**config.mk**
```make
export PLATFORM = sky130hd
export DESIGN_NAME = pipeline_ctrl
export DESIGN_NICKNAME = d
export VERILOG_FILES = /design/src/rtl/cpu_types_pkg.sv /design/src/rtl/hazard_cmp.sv /design/src/rtl/pipeline_ctrl.sv
export SDC_FILE = /design/constraint.sdc
export NUM_CORES = 1
export LEC_CHECK = 0
export CAP_MARGIN = 20
export CORE_ASPECT_RATIO = 1.25
export CORE_UTILIZATION = 24
export CTS_CLUSTER_SIZE = 30
export DETAILED_ROUTE_END_ITERATION = 6
export PLACE_DENSITY = 0.86
export SYNTH_ARGS = -nofsm -noshare
export SYNTH_HDL_FRONTEND = slang
export SYNTH_SLANG_ARGS = --single-unit
```
**constraint.sdc**
```tcl
create_clock -name CLK -period 2.6 [get_ports CLK]
set_clock_uncertainty 0.2 [all_clocks]
set_input_delay 0.78 -clock CLK [delete_from_list [all_inputs] [get_ports CLK]]
set_output_delay 0.78 -clock CLK [all_outputs]
set_load 0.05 [all_outputs]
```
**src/rtl/cpu_types_pkg.sv**
```systemverilog
// Shared CPU types: register index type and the pipeline sequencer state encoding.
package cpu_types_pkg;

   typedef logic [4:0] regbits_t;

   typedef enum logic [1:0] {
      RUN    = 2'd0,
      DWAIT  = 2'd1,
      DDONE  = 2'd2,
      HALTED = 2'd3
   } pctrl_state_t;

endpackage

```
**src/rtl/hazard_cmp.sv**
```systemverilog
// Load-use hazard detector: flags when the load in ID/EX writes a register read by IF/ID.
module hazard_cmp
   import cpu_types_pkg::*;
(
   input  logic       ex_load,
   input  logic [4:0] ex_wsel,
   input  logic [4:0] id_rs,
   input  logic [4:0] id_rt,
   input  logic       id_uses_rt,
   output logic       lu_stall
);

   regbits_t w_dst;
   logic     w_rs_hit;
   logic     w_rt_hit;

   assign w_dst    = ex_wsel;
   // Register 0 is hardwired, so a load targeting it never creates a dependency.
   assign w_rs_hit = (w_dst == id_rs);
   assign w_rt_hit = id_uses_rt && (w_dst == id_rt);
   assign lu_stall = ex_load && (w_dst != 5'd0) && (w_rs_hit || w_rt_hit);

endmodule

```
**src/rtl/pipeline_ctrl.sv**
```systemverilog
// Central pipeline sequencer: latch enables/flushes, data-memory freeze, load-use, redirect, HALT.
// Define PIPELINE_CTRL_PERF_EN to build the stall/flush performance counters.
module pipeline_ctrl
   import cpu_types_pkg::*;
#(
   parameter int CNT_W = 32
)
(
   input  logic             CLK,
   input  logic             nRST,
   input  logic             ihit,
   input  logic             dhit,
   input  logic             m_dmem_req,
   input  logic             m_halt,
   input  logic             ex_load,
   input  logic [4:0]       ex_wsel,
   input  logic [4:0]       id_rs,
   input  logic [4:0]       id_rt,
   input  logic             id_uses_rt,
   input  logic             ex_redirect,
   output logic             pc_en,
   output logic             ifid_en,
   output logic             idex_en,
   output logic             exm_en,
   output logic             mwb_en,
   output logic             ifid_flush,
   output logic             idex_flush,
   output logic             exm_flush,
   output logic             halt,
   output logic [CNT_W-1:0] stall_cnt,
   output logic [CNT_W-1:0] flush_cnt
);

   pctrl_state_t r_state;
   pctrl_state_t w_next;
   logic         r_halt;
   logic         w_lu_stall;
   logic         w_advance;

   hazard_cmp u_hazard_cmp (
      .ex_load    (ex_load),
      .ex_wsel    (ex_wsel),
      .id_rs      (id_rs),
      .id_rt      (id_rt),
      .id_uses_rt (id_uses_rt),
      .lu_stall   (w_lu_stall)
   );

   always_ff @(posedge CLK or negedge nRST) begin
      if (!nRST) begin
         r_state <= RUN;
         r_halt  <= 1'b0;
      end else begin
         r_state <= w_next;
         r_halt  <= (w_next == HALTED);
      end
   end

   always_comb begin
      w_next     = r_state;
      w_advance  = 1'b0;
      pc_en      = 1'b0;
      ifid_en    = 1'b0;
      idex_en    = 1'b0;
      exm_en     = 1'b0;
      mwb_en     = 1'b0;
      ifid_flush = 1'b0;
      idex_flush = 1'b0;
      exm_flush  = 1'b0;

      case (r_state)
         RUN: begin
            // HALT in M retires into WB alone and outranks memory and redirect.
            if (m_halt) begin
               mwb_en = 1'b1;
               w_next = HALTED;
            end else if (m_dmem_req) begin
               w_next = dhit ? DDONE : DWAIT;
            end else begin
               w_advance = ihit;
            end
         end
         DWAIT: begin
            if (dhit) w_next = DDONE;
         end
         DDONE: begin
            if (ihit) begin
               w_advance = 1'b1;
               w_next    = RUN;
            end
         end
         HALTED: w_next = HALTED;
         default: w_next = RUN;
      endcase

      if (w_advance) begin
         pc_en   = 1'b1;
         ifid_en = 1'b1;
         idex_en = 1'b1;
         exm_en  = 1'b1;
         mwb_en  = 1'b1;
         // Redirect squashes the younger instructions, which makes any load-use moot.
         if (ex_redirect) begin
            ifid_flush = 1'b1;
            idex_flush = 1'b1;
         end else if (w_lu_stall) begin
            pc_en      = 1'b0;
            ifid_en    = 1'b0;
            idex_flush = 1'b1;
         end
      end

      if (!nRST) begin
         pc_en      = 1'b0;
         ifid_en    = 1'b0;
         idex_en    = 1'b0;
         exm_en     = 1'b0;
         mwb_en     = 1'b0;
         ifid_flush = 1'b0;
         idex_flush = 1'b0;
         exm_flush  = 1'b0;
      end
   end

   assign halt = r_halt;

`ifdef PIPELINE_CTRL_PERF_EN
   logic [CNT_W-1:0] r_stall_cnt;
   logic [CNT_W-1:0] r_flush_cnt;
   logic [CNT_W-1:0] w_one;

   assign w_one = {{(CNT_W-1){1'b0}}, 1'b1};

   // Both counters saturate rather than wrap.
   always_ff @(posedge CLK or negedge nRST) begin
      if (!nRST) begin
         r_stall_cnt <= '0;
         r_flush_cnt <= '0;
      end else begin
         if ((r_state != HALTED) && !pc_en && (r_stall_cnt != '1))
            r_stall_cnt <= r_stall_cnt + w_one;
         if ((ifid_flush || idex_flush || exm_flush) && (r_flush_cnt != '1))
            r_flush_cnt <= r_flush_cnt + w_one;
      end
   end

   assign stall_cnt = r_stall_cnt;
   assign flush_cnt = r_flush_cnt;
`else
   assign stall_cnt = '0;
   assign flush_cnt = '0;
`endif

endmodule

```
==> After elaboration in Yosys (flattened, before gate mapping) <==
Index checks and enable logic that the tools add are counted.
{ "classes": {"eq_ne": 6, "reduce_logical": 6, "mux": 27} }
{ "op_table": {"columns": ["op", "count"], "rows": [
  ["$mux 1", 20],
  ["$eq 5x5->1", 2],
  ["$mux 2", 5],
  ["$pmux 2 s4", 1],
  ["$eq 2x2->1 const B", 3],
  ["$reduce_bool 5->1", 1],
  ["$logic_and 1x1->1", 3],
  ["$eq 2x1->1 const B", 1],
  ["$logic_not 2->1", 1],
  ["$pmux 1 s2", 1],
  ["$logic_or 1x1->1", 1]
]} }
{ "word_totals": {"word_cells": 41, "input_bits": 24, "output_inout_bits": 73, "regBits": 3} }

==> Logic depth before layout (Yosys ltp) <==
Gate-level depths: netlist of the first run.
{ "logic_depth": {"ltp_word": 8, "ltp_mapped": 5, "depth_no_buf": 4} }

==> Modules after synthesis <==
Synthesis of the first run repeated with hierarchy kept, for this count alone.
{ "hier_totals": {"hier_cells": 111, "area_unflattened_um2": 845.8} }
{ "by_module_without_submodules": {"columns": ["module", "cells_per_inst", "area_per_inst_um2", "instances"], "rows": [
  ["pipeline_ctrl", 94, 713.2, 1],
  ["hazard_cmp", 17, 132.6, 1]
]} }

==> Worst setup path before layout of the first run <==
OpenSTA, ideal clock, no wires.
{ "synth_path": {"kind": "input port to output port", "from": "in nRST", "to": "out idex_flush", "path_stages": 4, "setup_slack_ns": -0.826, "arrival_time_ns": 2.446, "cell_sequence": "nor2b_1 > o211a_1 > and2_1 > o21bai_1"} }
{ "synth_between": {"elab_chain_len": 1} }
{ "synth_rtl": {"columns": ["element", "line_no", "source"], "rows": [
  ["from (decl)", "pipeline_ctrl.sv:10", "input logic nRST,"],
  ["$mux 1", "pipeline_ctrl.sv:113", "if (!nRST) begin"],
  ["to (decl)", "pipeline_ctrl.sv:27", "output logic idex_flush,"]
]} }
No other way between the ends.

==> Worst setup path after layout of the first run <==
{ "layout_path": {"from": "in ex_wsel[4]", "to": "out idex_flush"} }
{ "layout_between": {"elab_chain_len": 8, "word_cells_on_any_way": 11} }
{ "layout_rtl": {"columns": ["element", "line_no", "source"], "rows": [
  ["from (decl)", "pipeline_ctrl.sv:16", "input logic [4:0] ex_wsel,"],
  ["$eq 5x5->1", "hazard_cmp.sv:20", "assign w_rt_hit = id_uses_rt && (w_dst == id_rt);"],
  ["$logic_and 1x1->1", "hazard_cmp.sv:20", null],
  ["$logic_or 1x1->1", "hazard_cmp.sv:21", "assign lu_stall = ex_load && (w_dst != 5'd0) && (w_rs_hit || w_rt_hit);"],
  ["$logic_and 1x1->1 *", "hazard_cmp.sv:21", null],
  ["$mux 1 *", "pipeline_ctrl.sv:106", "end else if (w_lu_stall) begin"],
  ["$mux 1 *", "pipeline_ctrl.sv:103", "if (ex_redirect) begin"],
  ["$mux 1 *", "pipeline_ctrl.sv:96", "if (w_advance) begin"],
  ["$mux 1 *", "pipeline_ctrl.sv:113", null]
]} }
Mark *: on every way between the ends. The rest lies on a longest branch, timed or not.

==> results of run 1 <==
## worst max-delay path: cells and delay by family
| family | cells | cell delay [ns] |
|---|---|---|
| simple gates | 1 | 0.50 |
| compound gates | 2 | 0.37 |
| buf+inv | 3 | 0.36 |
## placed cells by master, fill, tap and decap left out, types with 2 or more instances in the layout
master,netlist,routed
buf_12,0,5
o21ai_1,2,2
conb_1,1,65
xor2_1,9,8
dlygate4sd2_1,0,8
nor3_1,2,2
clkdlybuf4s50_1,0,4
buf_4,67,10
buf_6,0,11
clkbuf_8,0,3
a21oi_1,2,2
buf_2,0,2
dfrtp_1,3,3
inv_1,2,2
## registers in the layout, indices dropped and copies added (netlist names)
signal   cells
halt         1
r_state      2
## cell type report
type | count | area (sq um) | share of cell area (%)
repair buffers | 43 | 455 | 38.9
multi-input cells | 97 | 541 | 46.2
inverters | 2 | 7.51 | 0.642
well taps | 37 | 46.3 | 3.96
clock buffers | 4 | 45.0 | 3.85
flip-flops and latches | 3 | 75.1 | 6.42
## routing by layer
| metal | global-route usage [%] | wire length, um | part of all wire [%] | vias to the layer above |
|---|---|---|---|---|
| met4 | 7.69 | 42 | 2.7 | 0 |
| met3 | 1.35 | 210 | 14 | 4 |
| met1 | 5.97 | 407 | 27 | 293 |
| met5 | 0 | 0 | 0 | - |
| met2 | 17.8 | 872 | 57 | 79 |
| li1 | - | - | - | 293 |
## metrics by stage
step                      power (mW)  setup TNS [ns]
after floorplan                0.546          -0.892
after global placement         0.613           -3.91
after detailed placement       0.622           -4.25
after CTS                      0.791           -1.20
after global routing           0.835           -1.35
final                          0.789           -1.13
## kinds of logic (layout without fill, tap and decap cells)
group | Yosys count | in the layout
buf+inv | 69 | 49
compound gates | 12 | 12
xor+xnor | 10 | 10
simple gates | 10 | 10
flops | 3 | 3
other cells | 1 | 65
## what timing repair did
action | CTS | global route
pin swaps | 14 | 3
setup endpoints to repair | 7 | 4
gates resized for setup | 72 | 2
buffers inserted | 2 | 0
## worst paths after layout
| path | slack [ns] | end | cells after the start |
|---|---|---|---|
| max | -0.38 | idex_flush | 6 |
| min | 0.31 | r_state[0] | 3 |
| max reg2reg | 1.23 | halt | 4 |
| min reg2reg | 0.42 | r_state[0] | 1 |
| max in group asynchronous | 1.80 | halt | 3 |
| min in group CLK | 0.42 | r_state[0] | 1 |
## power by group through the flow
stage	clock network (mW)	registers, mW	logic (mW)
2_1_floorplan	0	0.117	0.429
6_report	0.136	0.0993	0.553
4_1_cts	0.140	0.0986	0.552
3_5_place_dp	0	0.0950	0.527
3_3_place_gp	0	0.0935	0.519
5_1_grt	0.147	0.104	0.584
==> flow_metrics.tcl, run 1 <==
set metrics [dict create \
    status "complete, but fails checks" \
    failed_checks "setup timing" \
    fp.coreArea_sq_um 3250 \
    path_clk_slew_ns 0.03 \
    ios 97 \
    ys_top_cells_by_count "buf_4, xor2_1, dfrtp_1" \
    dpl_cell_area_sq_um 1050 \
    synthMuxAreaShare_pct 0 \
    grt_pass1_vias 511 \
    hold_viol_final 0 \
    cts_buffers 3 \
    fmax_mhz 335 \
    hpwl_um 1290 \
    drc 0 \
    pwr-share-seq_pct 12.6 \
    row_count 23 \
    async_flop_share_pct 100 \
    worstPathCellList "buf_6 > buf_6 > or4_4 > o211ai_1 > o21bai_4 > buf_12" \
    postLayoutCoreUtil_pct 36.0 \
    wl_per_cell_um 8.24 \
    area_growth_pct 41.7 \
    finalCritPeriodShare_pct 115 \
    p_int_mw 0.351 \
    final_antenna_net_count 0 \
    netlist_top_cells_area "buf_4, xor2_1, dfrtp_1" \
    slowest_delay_ns 0.50 \
    drive_gt1_share_pct 29.5 \
    min_path_type "in2async" \
    cts_root_buffer "clkbuf_8" \
    htreeDepth 1 \
    synth.most_common_cell "buf_4" \
    crit_slowest_cell "or4_4" \
    synth_seq_cells 3 \
    worstSetupPathType "in2out" \
    synth-edff-count 0 \
    cts_tree "built" \
    synth_top_family_by_area "buffers and inverters" \
    via_count 669 \
    cap_violations 0 \
    maxSlewViolCount 0 \
    antenna_found_initial 0 \
    synthXorXnorAreaFrac_pct 10.6 \
    crit_top_cell "buf_6" \
    post-place-cells 180 \
    initial_core_util_pct 25.4 \
    comb_power_share_pct 70.1 \
    finalSetupViolCount 4 \
    ctsHoldBuffers 0 \
    grt_pass1_wl_um 2050 \
    dp_slack_ns -0.865 \
    switching_power_mw 0.438 \
    grt_max_degree 8 \
    rsz0062_at_grt "true" \
    design_area_sq_um 1170 \
    clockBufferDepth 2 \
    startpoint_type "input pin" \
    clkLatencyLatePin_ns 0.22 \
    worst_slack_ns -0.382 \
    p_per_area_nw_per_um2 674 \
    overflow 0 \
    die_h_um 67.6 \
    synth_top_area_cell "buf_4" \
    syn_avg_cell_area_sq_um 7.86 \
    drt_iter0_drc 5 \
    switching_share_pct 55.5 \
    clkPwrFrac_pct 17.3 \
    ys.flop_type "dfrtp_1" \
    whs_ns 0.312 \
    leakage_nw 0.621 \
    drt-total-wl_um 1530 \
    portBuffers 31 \
    endpoint_kind "output port" \
    synthCells 105 \
    final_nets 174 \
    crit_arrival_ns 2.00 \
    peakVddDrop_mv 0.444 \
    drtPass1Iterations 4 \
    synth_fa_ha_area_share_pct 0 \
    required_ns 1.62 \
    synth-compound-area-share_pct 10.5 \
    finalNonFillerCells 186 \
    worstSetupStartpoint "ex_wsel[4]" \
    die_area_sq_um 3680 \
    globalRouteTotalUtil_pct 8.63 \
    antenna_cells 0 \
    fill_cells 334 \
    avgViaCountPerCell 3.60 \
    ys_seq_area_share_pct 9.09 \
    yosys.area_share.simple_pct 7.58 \
    synth_top_area_share_pct 60.9 \
    crit_fanout 2 \
    syn_area_sq_um 826 \
    gp_congestion 0.577 \
    yosysWarningCount 0 \
    r2r_start "r_state[1]" \
    die_width_um 54.5 \
    cts_sinks 3 \
    period_minus_slack_ns 2.98 \
    ys_types 22 \
]
Power figures use the tool's default switching activity.
==> inputs of run 2 (changes only) <==
--- a/config.mk
+++ b/config.mk
@@ -11,6 +11,7 @@
 export CTS_CLUSTER_SIZE = 30
 export DETAILED_ROUTE_END_ITERATION = 6
 export PLACE_DENSITY = 0.86
+export REMOVE_ABC_BUFFERS = 1
 export SYNTH_ARGS = -nofsm -noshare
 export SYNTH_HDL_FRONTEND = slang
 export SYNTH_SLANG_ARGS = --single-unit
==> run 2 against run 1 <==
  * The run still ends with setup timing left
  * Total power up 1.2%
  * Wire length down 5.5%
  * Die area unchanged
  * Setup slack better by 0.0089 ns
  * Clock-buffer cell count unchanged
  * Final cell count unchanged
  * Largest cell class unchanged
==> flow_metrics.tcl, run 2 (synthesis results as in run 1) <==
set metrics [dict create \
    wl_per_cell_um 7.78 \
    r2r_start "r_state[1]" \
    overflow 0 \
    startpoint_type "input pin" \
    grt_pass1_vias 490 \
    cts_root_buffer "clkbuf_8" \
    crit_arrival_ns 1.99 \
    finalSetupViolCount 4 \
    ctsHoldBuffers 0 \
    die_area_sq_um 3680 \
    min_path_type "in2async" \
    failed_checks "setup timing" \
    fp.coreArea_sq_um 3250 \
    largest_reg_flops 2 \
    clkPwrFrac_pct 17.2 \
    gp_congestion 0.690 \
    crit_fanout 3 \
    cap_violations 0 \
    worstSetupPathType "in2out" \
    globalRouteTotalUtil_pct 7.90 \
    r2r-end "halt" \
    p_int_mw 0.354 \
    clockBufferDepth 2 \
    multiInputGateArea_sq_um 541 \
    die_h_um 67.6 \
    hpwl_um 1200 \
    regArea_sq_um 75.1 \
    die_width_um 54.5 \
    final_nets 174 \
    row_count 23 \
    drt-total-wl_um 1450 \
    design_area_sq_um 1170 \
    final_antenna_net_count 0 \
    hold_viol_final 0 \
    total_power_mw 0.798 \
    fill_cells 326 \
    drive_gt1_share_pct 29.5 \
    comb_power_share_pct 70.3 \
    fmax_mhz 336 \
    final_cell_mix "conb_1, buf_4, xor2_1" \
    area_growth_pct 41.4 \
    antenna_cells 0 \
    top_register "r_state" \
    avgViaCountPerCell 3.42 \
    cts_buffers 3 \
    pwr-share-seq_pct 12.5 \
    endpoint_kind "output port" \
    cts_sinks 3 \
    rsz0062_at_grt "true" \
    htreeDepth 1 \
    whs_ns 0.224 \
    worst_slack_ns -0.373 \
    leakage_nw 0.620 \
    cts_tree "built" \
    postLayoutCoreUtil_pct 35.9 \
    grt_max_degree 8 \
    drc 0 \
    p_per_area_nw_per_um2 684 \
    via_count 636 \
    status "complete, but fails checks" \
    clkLatencyLatePin_ns 0.22 \
    initial_core_util_pct 25.4 \
    finalCritPeriodShare_pct 114 \
    portBuffers 31 \
    drt_iter0_drc 1 \
    r2r_slack_ns 1.19 \
    grt_pass1_wl_um 2060 \
    peakVddDrop_mv 0.618 \
    period_minus_slack_ns 2.97 \
    maxSlewViolCount 0 \
    path_clk_slew_ns 0.03 \
    switching_share_pct 55.7 \
    reg2reg_depth 4 \
    ios 97 \
    switching_power_mw 0.444 \
    dpl_cell_area_sq_um 1060 \
    drtPass1Iterations 2 \
    required_ns 1.62 \
    antenna_found_initial 0 \
    final_common_cell "conb_1" \
]
[run 2: cell types whose count changed in the layout (fill, tap and decap cells not counted), sizes merged]
cell           before  now
clkbuf              4    5
clkdlybuf4s15       2    1
[run 2: metrics by stage]
stage | std cells | setup slack (ns) | TNS (ns)
2_1_floorplan | 102 | -1.13 | -4.38
3_3_place_gp | 180 | -0.801 | -4.00
3_5_place_dp | 180 | -0.797 | -4.04
4_1_cts | 186 | -0.384 | -1.14
5_1_grt | 186 | -0.429 | -1.28
6_report | 186 | -0.373 | -1.10
[run 2: layer usage]
| metal | GRT usage, % | share of wire, % |
|---|---|---|
| met5 | 0 | 0 |
| met4 | 2.88 | 0 |
| met3 | 3.60 | 15 |
| met2 | 14.6 | 54 |
| met1 | 7.27 | 30 |
[run 2: layout make-up]
class,instances,share of cell area (%)
tap,37,3.97
inverter,2,0.643
sequential,3,6.43
clock buffer,4,3.86
multi-input combinational,97,46.3
timing repair buffer,43,38.8
[run 2: worst max-delay path by stage]
stage	startpoint	end	slack, ns	cells after the start
finish	ex_wsel[1]	ifid_en	-0.37	5
floorplan	nRST	idex_flush	-1.13	4
CTS	ex_wsel[1]	pc_en	-0.38	5
detailed placement	ex_wsel[3]	pc_en	-0.80	6
global placement	ex_wsel[3]	ifid_en	-0.80	6
global route	id_rt[2]	ifid_en	-0.43	6
[run 2: power by group through the flow]
stage / combinational (mW) / clock [mW] / sequential, mW
final: 0.561 / 0.138 / 0.0999
after global routing: 0.588 / 0.147 / 0.103
after CTS: 0.557 / 0.143 / 0.0972
after detailed placement: 0.536 / 0 / 0.0940
after global placement: 0.527 / 0 / 0.0926
after floorplan: 0.335 / 0 / 0.115
[run 2: timing repair]
item / CTS / global route
endpoints found under the setup margin: 7 / 7
pin swaps: 19 / 3
gates resized for setup: 69 / 3
setup buffers: 2 / 0
[run 2: critical path, stage by stage]
cell     delay [ns]
buf_6          0.10
or4_4          0.54
o21ai_2        0.15
o31a_1         0.26
buf_12         0.17
